[config.mk]
export PLATFORM = sky130hd
export DESIGN_NAME = byte_framer_flat
export DESIGN_NICKNAME = d
export VERILOG_FILES = /design/src/rtl/byte_framer_if.sv /design/src/rtl/byte_framer.sv /design/src/flat_wrapper.sv
export SDC_FILE = /design/constraint.sdc
export NUM_CORES = 1
export LEC_CHECK = 0
export ABC_AREA = 1
export CORE_MARGIN = 3
export CORE_UTILIZATION = 40
export DETAILED_ROUTE_END_ITERATION = 10
export PLACE_DENSITY = 0.65
export SYNTH_ARGS = -nofsm -noshare
export SYNTH_HDL_FRONTEND = slang
export SYNTH_SLANG_ARGS = --single-unit
[constraint.sdc]
create_clock -name clk -period 3.4 [get_ports clk]
set_clock_uncertainty 0.15 [all_clocks]
set_input_delay 0.85 -clock clk [delete_from_list [all_inputs] [get_ports clk]]
set_output_delay 0.85 -clock clk [all_outputs]
set_load 0.01 [all_outputs]
[src/rtl/byte_framer_if.sv]
`default_nettype none
// ============================================================================
// Module      : byte_framer_if
// Description : Upstream and downstream valid/ready byte streams of byte_framer.
// Revision    : 1.0 - initial release
// ============================================================================
interface byte_framer_if;
    logic [7:0] s_data;
    logic       s_valid;
    logic       s_ready;
    logic [7:0] m_data;
    logic       m_valid;
    logic       m_ready;
    logic       m_last;

    // master: the framer itself; slave: the environment around it
    modport master (
        input  s_data, s_valid, m_ready,
        output s_ready, m_data, m_valid, m_last
    );
    modport slave (
        output s_data, s_valid, m_ready,
        input  s_ready, m_data, m_valid, m_last
    );
endinterface
`default_nettype wire

[src/rtl/byte_framer.sv]
`default_nettype none
// ============================================================================
// Module      : byte_framer
// Description : Groups bytes into PAYLOAD_LEN frames behind a HEADER byte, with
//               an optional XOR trailer enabled by BYTE_FRAMER_CHKSUM_EN.
// Revision    : 1.0 - initial release
// ============================================================================
module byte_framer #(
    parameter int         PAYLOAD_LEN = 4,
    parameter logic [7:0] HEADER      = 8'h7E
) (
    input  wire           clk,
    input  wire           rst,
    byte_framer_if.master bus,
    output logic [15:0]   frame_count
);

`ifdef BYTE_FRAMER_CHKSUM_EN
    typedef enum logic [1:0] {
        IDLE    = 2'd0,
        HDR     = 2'd1,
        PAYLOAD = 2'd2,
        CHK     = 2'd3
    } state_t;
`else
    typedef enum logic [1:0] {
        IDLE    = 2'd0,
        HDR     = 2'd1,
        PAYLOAD = 2'd2
    } state_t;
`endif

    localparam logic [7:0] C_LAST_IDX = 8'(PAYLOAD_LEN - 1);

    state_t      state_q, state_d;
    logic [7:0]  data_q, data_d;
    logic        valid_q, valid_d;
    logic        last_q, last_d;
    logic [7:0]  cnt_q, cnt_d;
    logic [15:0] frame_count_q, frame_count_d;
`ifdef BYTE_FRAMER_CHKSUM_EN
    logic [7:0]  chk_q, chk_d;
`endif

    logic w_slot_free;
    logic w_up_xfer;
    logic w_dn_xfer;

    assign w_slot_free = !valid_q || bus.m_ready;
    assign w_dn_xfer   = valid_q && bus.m_ready;
    // Upstream stalls combinationally as soon as the output slot is blocked
    assign bus.s_ready = (state_q == PAYLOAD) && w_slot_free;
    assign w_up_xfer   = bus.s_valid && bus.s_ready;

    assign bus.m_data  = data_q;
    assign bus.m_valid = valid_q;
    assign bus.m_last  = last_q;
    assign frame_count = frame_count_q;

    always_comb begin
        state_d       = state_q;
        data_d        = data_q;
        valid_d       = valid_q;
        last_d        = last_q;
        cnt_d         = cnt_q;
        frame_count_d = frame_count_q;
`ifdef BYTE_FRAMER_CHKSUM_EN
        chk_d         = chk_q;
`endif

        if (w_slot_free) begin
            valid_d = 1'b0;
        end
        if (w_dn_xfer && last_q) begin
            frame_count_d = frame_count_q + 16'd1;
        end

        case (state_q)
            IDLE: begin
                if (bus.s_valid && w_slot_free) begin
                    data_d  = HEADER;
                    valid_d = 1'b1;
                    last_d  = 1'b0;
                    cnt_d   = 8'd0;
`ifdef BYTE_FRAMER_CHKSUM_EN
                    chk_d   = 8'h00;
`endif
                    state_d = HDR;
                end
            end
            HDR: begin
                if (w_dn_xfer) begin
                    state_d = PAYLOAD;
                end
            end
            PAYLOAD: begin
                if (w_up_xfer) begin
                    data_d  = bus.s_data;
                    valid_d = 1'b1;
                    cnt_d   = cnt_q + 8'd1;
`ifdef BYTE_FRAMER_CHKSUM_EN
                    chk_d   = chk_q ^ bus.s_data;
                    last_d  = 1'b0;
                    if (cnt_q == C_LAST_IDX) begin
                        state_d = CHK;
                    end
`else
                    last_d  = (cnt_q == C_LAST_IDX);
                    if (cnt_q == C_LAST_IDX) begin
                        state_d = IDLE;
                    end
`endif
                end
            end
`ifdef BYTE_FRAMER_CHKSUM_EN
            CHK: begin
                // chk_q already folds in the final payload byte
                if (w_slot_free) begin
                    data_d  = chk_q;
                    valid_d = 1'b1;
                    last_d  = 1'b1;
                    state_d = IDLE;
                end
            end
`endif
            default: begin
                state_d = IDLE;
            end
        endcase
    end

    always_ff @(posedge clk or posedge rst) begin
        if (rst) begin
            state_q       <= IDLE;
            data_q        <= 8'h00;
            valid_q       <= 1'b0;
            last_q        <= 1'b0;
            cnt_q         <= 8'd0;
            frame_count_q <= 16'd0;
`ifdef BYTE_FRAMER_CHKSUM_EN
            chk_q         <= 8'h00;
`endif
        end else begin
            state_q       <= state_d;
            data_q        <= data_d;
            valid_q       <= valid_d;
            last_q        <= last_d;
            cnt_q         <= cnt_d;
            frame_count_q <= frame_count_d;
`ifdef BYTE_FRAMER_CHKSUM_EN
            chk_q         <= chk_d;
`endif
        end
    end

endmodule
`default_nettype wire
[src/flat_wrapper.sv]
// flat-port wrapper written by rule: the top's interface ports become plain ports
module byte_framer_flat 
#(
    parameter int         PAYLOAD_LEN = 4,
    parameter logic [7:0] HEADER      = 8'h7E
)
  (clk, rst, frame_count, bus_s_data, bus_s_valid, bus_m_ready, bus_s_ready, bus_m_data, bus_m_valid, bus_m_last);
  byte_framer_if bus_i ();
  input  wire clk;
  input  wire rst;
  output logic [15:0] frame_count;
  input wire logic [$bits(bus_i.s_data)-1:0] bus_s_data;
  input wire logic [$bits(bus_i.s_valid)-1:0] bus_s_valid;
  input wire logic [$bits(bus_i.m_ready)-1:0] bus_m_ready;
  output wire logic [$bits(bus_i.s_ready)-1:0] bus_s_ready;
  output wire logic [$bits(bus_i.m_data)-1:0] bus_m_data;
  output wire logic [$bits(bus_i.m_valid)-1:0] bus_m_valid;
  output wire logic [$bits(bus_i.m_last)-1:0] bus_m_last;
  assign bus_i.s_data = bus_s_data;
  assign bus_i.s_valid = bus_s_valid;
  assign bus_i.m_ready = bus_m_ready;
  assign bus_s_ready = bus_i.s_ready;
  assign bus_m_data = bus_i.m_data;
  assign bus_m_valid = bus_i.m_valid;
  assign bus_m_last = bus_i.m_last;
  byte_framer #(.PAYLOAD_LEN(PAYLOAD_LEN), .HEADER(HEADER)) u_core (.clk(clk), .rst(rst), .bus(bus_i), .frame_count(frame_count));
endmodule
==> impl_results.md, run 1 <==
* RSZ-0062 raised after global routing: false
* Total power at 778 uW
* Distinct cells, synth at 26
* Via count at 1465
* Final slew viol count at 0
* Crit-path max FO at 3
* CTS root buffer: clkbuf_8
* # rows at 23
* Reg2Reg Launch Point: u_core.state_q[0]
* Setup CP Type: primary input to output port
* Seq cells post-synth at 36
* DR vias/cell at 4.93
* 1st-iter DRT viols at 52
* First-pass GRT wire length at 6.16 mm
* Initial DRT Pass Iterations at 4
* R2r endpoint: u_core.bus.m_data[3]
* Fin util at 55.5%
* TritonCTS buffer count at 5
* Met3 Resource Use GR at 3.31%
* M2 GR Usage at 21.4%
* Commonest non-fill, non-tap cell in the layout: nand2_1
* Layout cells sized above 1 at 9.72%
* Clock Tree Buf Depth at 2
* Die height at 73.1 um
* IO Pins at 39
* Mapped Area at 1800 um2
* Largest net degree at the start of global routing at 37
* Grt met1 use at 21.7%
* Initial antenna violation count at 0
* Final hold vios at 0
* Post-CTS setup buffers at 0
* Worst Setup SP: bus_m_ready
* Hold-fix buffers, CTS at 0
* Clock sink count at 36
* Most frequent cells in the layout: 54 x nand2_1, 38 x clkdlybuf4s50_1, 36 x dfrtp_1, 23 x inv_1, 17 x nor2_1
* Worst EP arrival at 2180 ps
* Ant. Diodes at 0
* Cts repair resizes at 0
* CTS tree: done
* Worst Setup End Kind: output port
* Die Wd at 73.1 um
* Port bufs at 38
* Clock-pin slew on the worst setup and hold paths at 70 ps
* Final wirelength at 3.66 mm
* Worst hold path class: flip-flop to flip-flop
* WHS Path Cells at 2
* Syn. warnings at 0
* CTS H-tree depth at 2
* Startpoint Class: primary input
* Wire per inst at 12.3 um
* Worst skew pair latency at 280 ps
* Core area at 4170 um2
* Placer Congestion at 0.802
* Initial core utilization at 43.1%
* # DRC at 0
* Maximum clock rate at 315 MHz
* Synth-to-layout area growth at 28.7%
* Fin nets at 261
* Min-Delay Endpoint: u_core.frame_count[15]
* Min Hold Slack at 347 ps
* Static leakage at 0.00116 uW
* Most used routing layer in global routing: met1
* Slew at the pin closest to its max-slew limit at 463 ps
* Max VDD drop at 168 uV
* Fin Setup TNS at 0 ps
* Cell count after synthesis at 202
* Area after DPL at 2240 um2
* Post-DP HPWL at 2.68 mm
* Worst reg-to-reg path cell count at 5
* Vias in the first global route at 1328
* Min-Delay Startpoint: u_core.frame_count[15]
* Status: finished, final reports clean
* Minimum clock period at 3180 ps
* Avg Cell Area, Syn at 8.91 um2
* Slew headroom at 69.2%
* Syn nets at 216
* Final setup fails at 0
* Register area share after synthesis at 50.1%
* Worst R2R Setup Slack at 1840 ps
* Total gr overflow at 0
* WP data required at 2400 ps
* Die ar. at 5340 um2
* Final worst-path cycle share at 93.4%
* GRT Resource Usage Total at 14.9%
* Max cap viols at 0
* DRT antenna net count at 0
* PwrDens at 336 nW/um2
* Finished Cell Area at 2320 um2
## layer usage
layer  up-vias  part of all wire, %
met5         -                    0
met4         0                  1.3
met3         7                  5.5
met2        42                   43
met1       675                   50
li1        741                    -
## power by group
part | leakage (uW) | total [uW] | internal, uW | switching, uW
sequential | 0.000463 | 441 | 436 | 5.66
combinational | 0.000655 | 51.3 | 29.3 | 22.0
clock | 0.0000410 | 286 | 139 | 146
total | 0.00116 | 778 | 604 | 174
## worst max path at each step
| stage | end | slack (ps) | cells past startpoint |
|---|---|---|---|
| after floorplan | bus_s_ready | 1290 | 2 |
| after global placement | bus_s_ready | 250 | 4 |
| after detailed placement | bus_s_ready | 220 | 4 |
| after CTS | bus_s_ready | 210 | 4 |
| after global routing | bus_s_ready | 140 | 4 |
| final | bus_s_ready | 220 | 4 |
## cells in the mapped netlist (all sizes together)
| cell type | number | share of area [%] |
|---|---|---|
| nor2 | 24 | 7.6 |
| inv | 27 | 5.6 |
| buf | 1 | 0.63 |
| o21bai | 2 | 0.83 |
| ha | 2 | 1.4 |
| nand4 | 11 | 3.8 |
| a22o | 3 | 1.5 |
| xnor2 | 4 | 1.9 |
| nor3 | 2 | 0.56 |
| a21oi | 4 | 1.1 |
| o31ai | 1 | 0.42 |
| nand3 | 10 | 3.8 |
| nand2 | 58 | 13 |
| o22a | 6 | 2.9 |
| dfrtp | 36 | 50 |
| o21ai | 3 | 0.83 |
| xor2 | 7 | 3.4 |
| nand3b | 1 | 0.42 |
## cell families after synthesis
| logic type | after synthesis | share of synthesized area (%) |
|---|---|---|
| buf+inv | 28 | 6.26 |
| xor+xnor | 11 | 5.35 |
| compound gates | 19 | 7.58 |
| simple gates | 106 | 29.3 |
| fa+ha+maj | 2 | 1.39 |
| flops | 36 | 50.1 |
## critical path, stage by stage
cell and delay [ps]:
clkdlybuf4s50_1 540, inv_1 90, a21oi_1 150, clkdlybuf4s50_1 550
## final cells by class
| type | count | area [um2] |
|---|---|---|
| flip-flops and latches | 36 | 901 |
| clock inverters | 1 | 5.00 |
| multi-input cells | 138 | 786 |
| inverters | 27 | 101 |
| fillers | 406 | 1860 |
| well taps | 50 | 62.6 |
| repair buffers | 39 | 388 |
| clock buffers | 6 | 72.6 |
## through the flow
stage,setup slack [ps],std cells
6_report,223,297
5_1_grt,138,297
4_1_cts,210,297
3_5_place_dp,216,290
3_3_place_gp,252,290
2_1_floorplan,1290,202
## registers in the layout, indices dropped and copies added (netlist names)
signal / cells
u_core.state_q: 2
u_core.bus.m_data: 8
u_core.cnt_q: 8
u_core.frame_count: 16
u_core.bus.m_valid: 1
u_core.bus.m_last: 1
Note: power is estimated with default switching activity, not from simulation.
==> run 2, diff against run 1 <==
==> constraint.sdc (replaced) <==
create_clock -name clk -period 3.4 [get_ports clk]
set_clock_uncertainty 0.15 [all_clocks]
set_input_delay 0.68 -clock clk [delete_from_list [all_inputs] [get_ports clk]]
set_output_delay 0.68 -clock clk [all_outputs]
set_load 0.01 [all_outputs]
==> impl_results.md, run 2 (synthesis gave the netlist of run 1 again) <==
* Status: finished, final reports clean
* Min-Delay Endpoint: u_core.state_q[0]
* Clock-pin slew on the worst setup and hold paths at 70 ps
* Worst Setup End Kind: output port
* GRT Resource Usage Total at 14.5%
* Fin Setup TNS at 0 ps
* RSZ-0062 raised after global routing: false
* Final Worst Setup Slack at 556 ps
* CTS H-tree depth at 2
* Met3 Resource Use GR at 4.68%
* Critical path's slowest cell: clkdlybuf4s50_1
* Number of flip-flops under the largest register name at 16
* Grt met1 use at 21.2%
* Final hold vios at 0
* Initial core utilization at 43.1%
* Vias in the first global route at 1275
* Sequential share of power at 55.3%
* Largest net degree at the start of global routing at 37
* Setup CP Type: primary input to output port
* P_int at 630 uW
* Post-DP HPWL at 2.66 mm
* IO Pins at 39
* Initial antenna violation count at 0
* WP data required at 2570 ps
* Clock Tree Buf Depth at 2
* CTS root buffer: clkbuf_8
* Via count at 1453
* Layout cells sized above 1 at 9.68%
* # DRC at 0
* Die ar. at 5340 um2
* WHS Path Cells at 1
* Area occupied by multi-input gates at 786 um2
* Worst hold path class: flip-flop to flip-flop
* Most frequent cells in the layout: 54 x nand2_1, 38 x clkdlybuf4s50_1, 36 x dfrtp_1, 23 x inv_1, 17 x nor2_1
* Final setup fails at 0
* Reg2Reg Launch Point: u_core.state_q[0]
* Final worst-path cycle share at 83.6%
* Max VDD drop at 166 uV
* CP top delay family: buffers and inverters
* Sw frac at 21.1%
* CP dominant cell by count: clkdlybuf4s50_1
* M2 GR Usage at 20.1%
* Ant. Diodes at 0
* CTS tree: done
* Max cap viols at 0
* Core area at 4170 um2
* Pre-CTS setup slack at 557 ps
* Crit-path max FO at 3
* Psw at 168 uW
* Static leakage at 0.00116 uW
* Port bufs at 38
* Wire per inst at 12.2 um
* Min-Delay Startpoint: u_core.state_q[1]
* Register Area at 901 um2
* Slew at the pin closest to its max-slew limit at 448 ps
* Final slew viol count at 0
* Startpoint Class: primary input
* DRT antenna net count at 0
* DR vias/cell at 4.88
* Worst R2R Setup Slack at 1840 ps
* Placer Congestion at 0.804
* PwrDens at 343 nW/um2
* Hold-fix buffers, CTS at 0
* Filler cell count at 389
* Commonest non-fill, non-tap cell in the layout: nand2_1
* Die Wd at 73.1 um
* Total gr overflow at 0
* First-pass GRT wire length at 5.97 mm
* Worst EP arrival at 2010 ps
* Buf/Inv on CP at 3
* Clock sink count at 36
* Worst skew pair latency at 280 ps
* Fin nets at 261
* Combinational power share at 6.4%
* Most used routing layer in global routing: met1
* Post-CTS setup buffers at 0
* R2r endpoint: u_core.bus.m_data[2]
* TritonCTS buffer count at 5
* Minimum clock period at 2840 ps
* Die height at 73.1 um
* Crit-path cells: clkdlybuf4s50_1, inv_1, a21oi_1, clkdlybuf4s50_1
* Slew headroom at 70.1%
* Maximum clock rate at 352 MHz
* # rows at 23
* Worst reg-to-reg path cell count at 5
* Clk network pwr share at 38.3%
* Initial DRT Pass Iterations at 4
* Finished Cell Area at 2330 um2
* Area after DPL at 2240 um2
* Crit path largest cell delay at 550 ps
* Synth-to-layout area growth at 29.4%
* 1st-iter DRT viols at 73
* Final wirelength at 3.65 mm
* Cts repair resizes at 0
## run 2: cell types whose count changed in the layout (fill, tap and decap cells not counted)
cell / before / now
clkbuf_1: 1 / 2
clkbuf_8: 5 / 6
clkinv_2: 1 / 0
## run 2: routing by layer
layer | vias to the layer above | wire (um)
li1 | 741 | -
met1 | 671 | 1850
met2 | 37 | 1570
met3 | 4 | 198
met4 | 0 | 29
met5 | - | 0
## run 2: power by group through the flow
stage	clock network, uW	registers, uW	logic (uW)
finish	306	442	51.0
global route	344	442	56.3
CTS	318	441	52.6
detailed placement	0	450	52.3
global placement	0	450	51.9
floorplan	0	452	17.7
## run 2: layout make-up
class / instances / area share [%]
clock buffers: 8 / 3.87
flip-flops and latches: 36 / 38.7
multi-input cells: 138 / 33.7
inverters: 27 / 4.35
repair buffers: 39 / 16.7
well taps: 50 / 2.69
## run 2: how the worst max path moves through the flow
stage                      startpoint     endpoint  slack [ps]  cells past startpoint
after floorplan           bus_m_ready  bus_s_ready        1630                      2
after global placement    bus_m_ready  bus_s_ready         590                      4
after detailed placement  bus_m_ready  bus_s_ready         560                      4
after CTS                 bus_m_ready  bus_s_ready         550                      4
after global routing      bus_m_ready  bus_s_ready         490                      4
final                     bus_m_ready  bus_s_ready         560                      4
## run 2: metrics by stage
| stage | hold WS (ps) | std cells | util (%) | total power, uW |
|---|---|---|---|---|
| 2_1_floorplan | 323 | 202 | - | 470 |
| 3_3_place_gp | 329 | 290 | 53.6 | 501 |
| 3_5_place_dp | 334 | 290 | 53.6 | 502 |
| 4_1_cts | 349 | 298 | 55.8 | 812 |
| 5_1_grt | 377 | 298 | 55.8 | 843 |
| 6_report | 348 | 298 | 55.8 | 798 |
==> patch (config.mk and constraints of run 2) <==
Put one more register stage on the output `frame_count`. The value now appears one clock later. The other outputs are not delayed to match.
--- a/src/rtl/byte_framer.sv
+++ b/src/rtl/byte_framer.sv
@@ -57,3 +57,5 @@
     assign bus.m_last  = last_q;
-    assign frame_count = frame_count_q;
+    always_ff @(posedge clk) begin
+        frame_count <= frame_count_q;
+    end
 
Function: changed (a bounded check fails within 10 cycles, from zero or initial values and one cycle with rst high).
==> patch against run 2 <==
Synthesized area rose by 17%. Design area rose by 15%. Via count rose by 7.9%. Count of clock-buffer cells in the layout fell by 2. Sequential cell count rose by 16. Critical path depth did not move. Register-to-register slack got worse by 0.12 ns. Routed wire length rose by 6.8%. Non-clock buffer count did not move. Hold slack got worse by 0.11 ns. Worst setup slack got worse by 0.084 ns. Critical path type unchanged.
Power is not compared: it rests on default switching activity, and its combinational part moved more than twofold at a synthesized area within 25%.
==> patch: results <==
metrics = {
    "run_status": {
        "status": "complete, no violations",
    },
    "clock_network": {
        "cts_root_buf": "clkbuf_8",
        "path_clk_slew_ns": 0.08,
        "ctsResizeCount": 0,
        "clk_latency_ns": 0.29,
        "clock_path_buffers": 2,
        "cts_inserted_buffers": 5,
        "htree_levels": 2,
        "postCtsSetupBuffers": 0,
    },
    "grt": {
        "grt_max_degree": 37,
        "antenna_found_initial": 0,
        "grt.total_usage_pct": 14.2,
        "grt_first_pass_wirelength_mm": 7.02,
        "grt_pass1_vias": 1558,
    },
    "logic_synthesis": {
        "ys.warnings.count": 0,
        "synth_mux_area_share_pct": 0,
        "synthXorXnorAreaFrac_pct": 4.17,
        "synth.distinct_cells": 23,
        "synth_cells": 227,
        "synthTopCellsByCount": "nand2_1 (55), dfrtp_1 (36), inv_1 (35)",
        "synth_compound_area_share_pct": 6.25,
        "yosys.area_share.adder_pct": 1.19,
        "synthTopCellsByArea": "dfrtp_1 (43%), dfxtp_1 (15%), nand2_1 (9.8%)",
        "syn-num-nets": 241,
        "ys_seq_area_share_pct": 58.1,
        "synthArstFlopShare_pct": 69.2,
        "synth-main-ff-cell": "dfrtp_1",
    },
    "drt": {
        "routed_wl_mm": 3.89,
        "first_iter_violations": 79,
        "vias_per_cell": 4.61,
        "dr.pass1.iters": 4,
        "avgRoutedWirePerCell_um": 11.5,
    },
    "placed_design": {
        "port_buffers": 38,
        "dp_hpwl_mm": 2.90,
        "gp_congestion": 0.787,
        "numPlacedInstances": 332,
        "dpl_worst_slack_ns": 0.476,
        "post_dp_cell_area_sq_mm": 0.00256,
    },
    "cells_and_area": {
        "diodes": 0,
        "drive_gt1_share_pct": 6.23,
        "nets": 286,
        "top_regs": "u_core.frame_count (16), u_core.frame_count_q (16)",
    },
    "sta": {
        "worstMarginPinSlew_ns": 0.455,
        "finalSetupViolCount": 0,
    },
    "min_path": {
        "hold_path_class": "register to register",
    },
    "pwr": {
        "p_leak_nw": 1.29,
        "ir_drop_uv": 300,
    },
    "setup_path": {
        "critPathMaxFanout": 4,
    },
}
## patch: cell count changes after synthesis, sizes merged, moves of 2 or more
cell	delta
dfxtp	+16
inv	+8
nand3	+4
nand4	-4
nor2	+2
nor3	+2
xor2	-2
## patch: cell type report
type | instances | area (sq um)
sequential | 52 | 1220
clock buffer | 6 | 72.6
fill | 474 | 2240
inverter | 35 | 131
timing repair buffer | 39 | 388
clock inverter | 2 | 35.0
tap | 67 | 83.8
multi-input combinational | 139 | 741
## patch: path summary, 6_finish.rpt
kind | startpoint | end | slack (ns) | cells after the start
worst max register to register | u_core.state_q[0] | u_core.bus.m_data[0] | 1.72 | 5
max in group asynchronous | rst | u_core.frame_count_q[5] | 2.15 | 3
worst min register to register | u_core.frame_count_q[14] | u_core.frame_count[14] | 0.24 | 0
worst min-delay path | u_core.frame_count_q[14] | u_core.frame_count[14] | 0.24 | 0
min in group asynchronous | rst | u_core.frame_count_q[1] | 0.63 | 3
worst max-delay path | bus_m_ready | bus_s_ready | 0.47 | 4
## patch: power breakdown
group | total, W | switching (W) | internal (W)
Sequential | 0.000767 | 0.0000671 | 0.000700
Combinational | 0.000313 | 0.000160 | 0.000154
Clock | 0.000401 | 0.000183 | 0.000218
## patch: worst max-delay path, cell delays in order
cell and delay (ns):
clkdlybuf4s50_1 0.60, nor2_2 0.10, nor2_1 0.16, clkdlybuf4s50_1 0.56
## patch: layer usage
metal  share of wire [%]  global-route usage [%]  up-vias
li1                    -                       -      800
met1                  47                    18.1      735
met2                  49                    23.5       28
met3                 3.4                    3.90        5
met4                 1.3                    4.20        0
met5                   0                       0        -
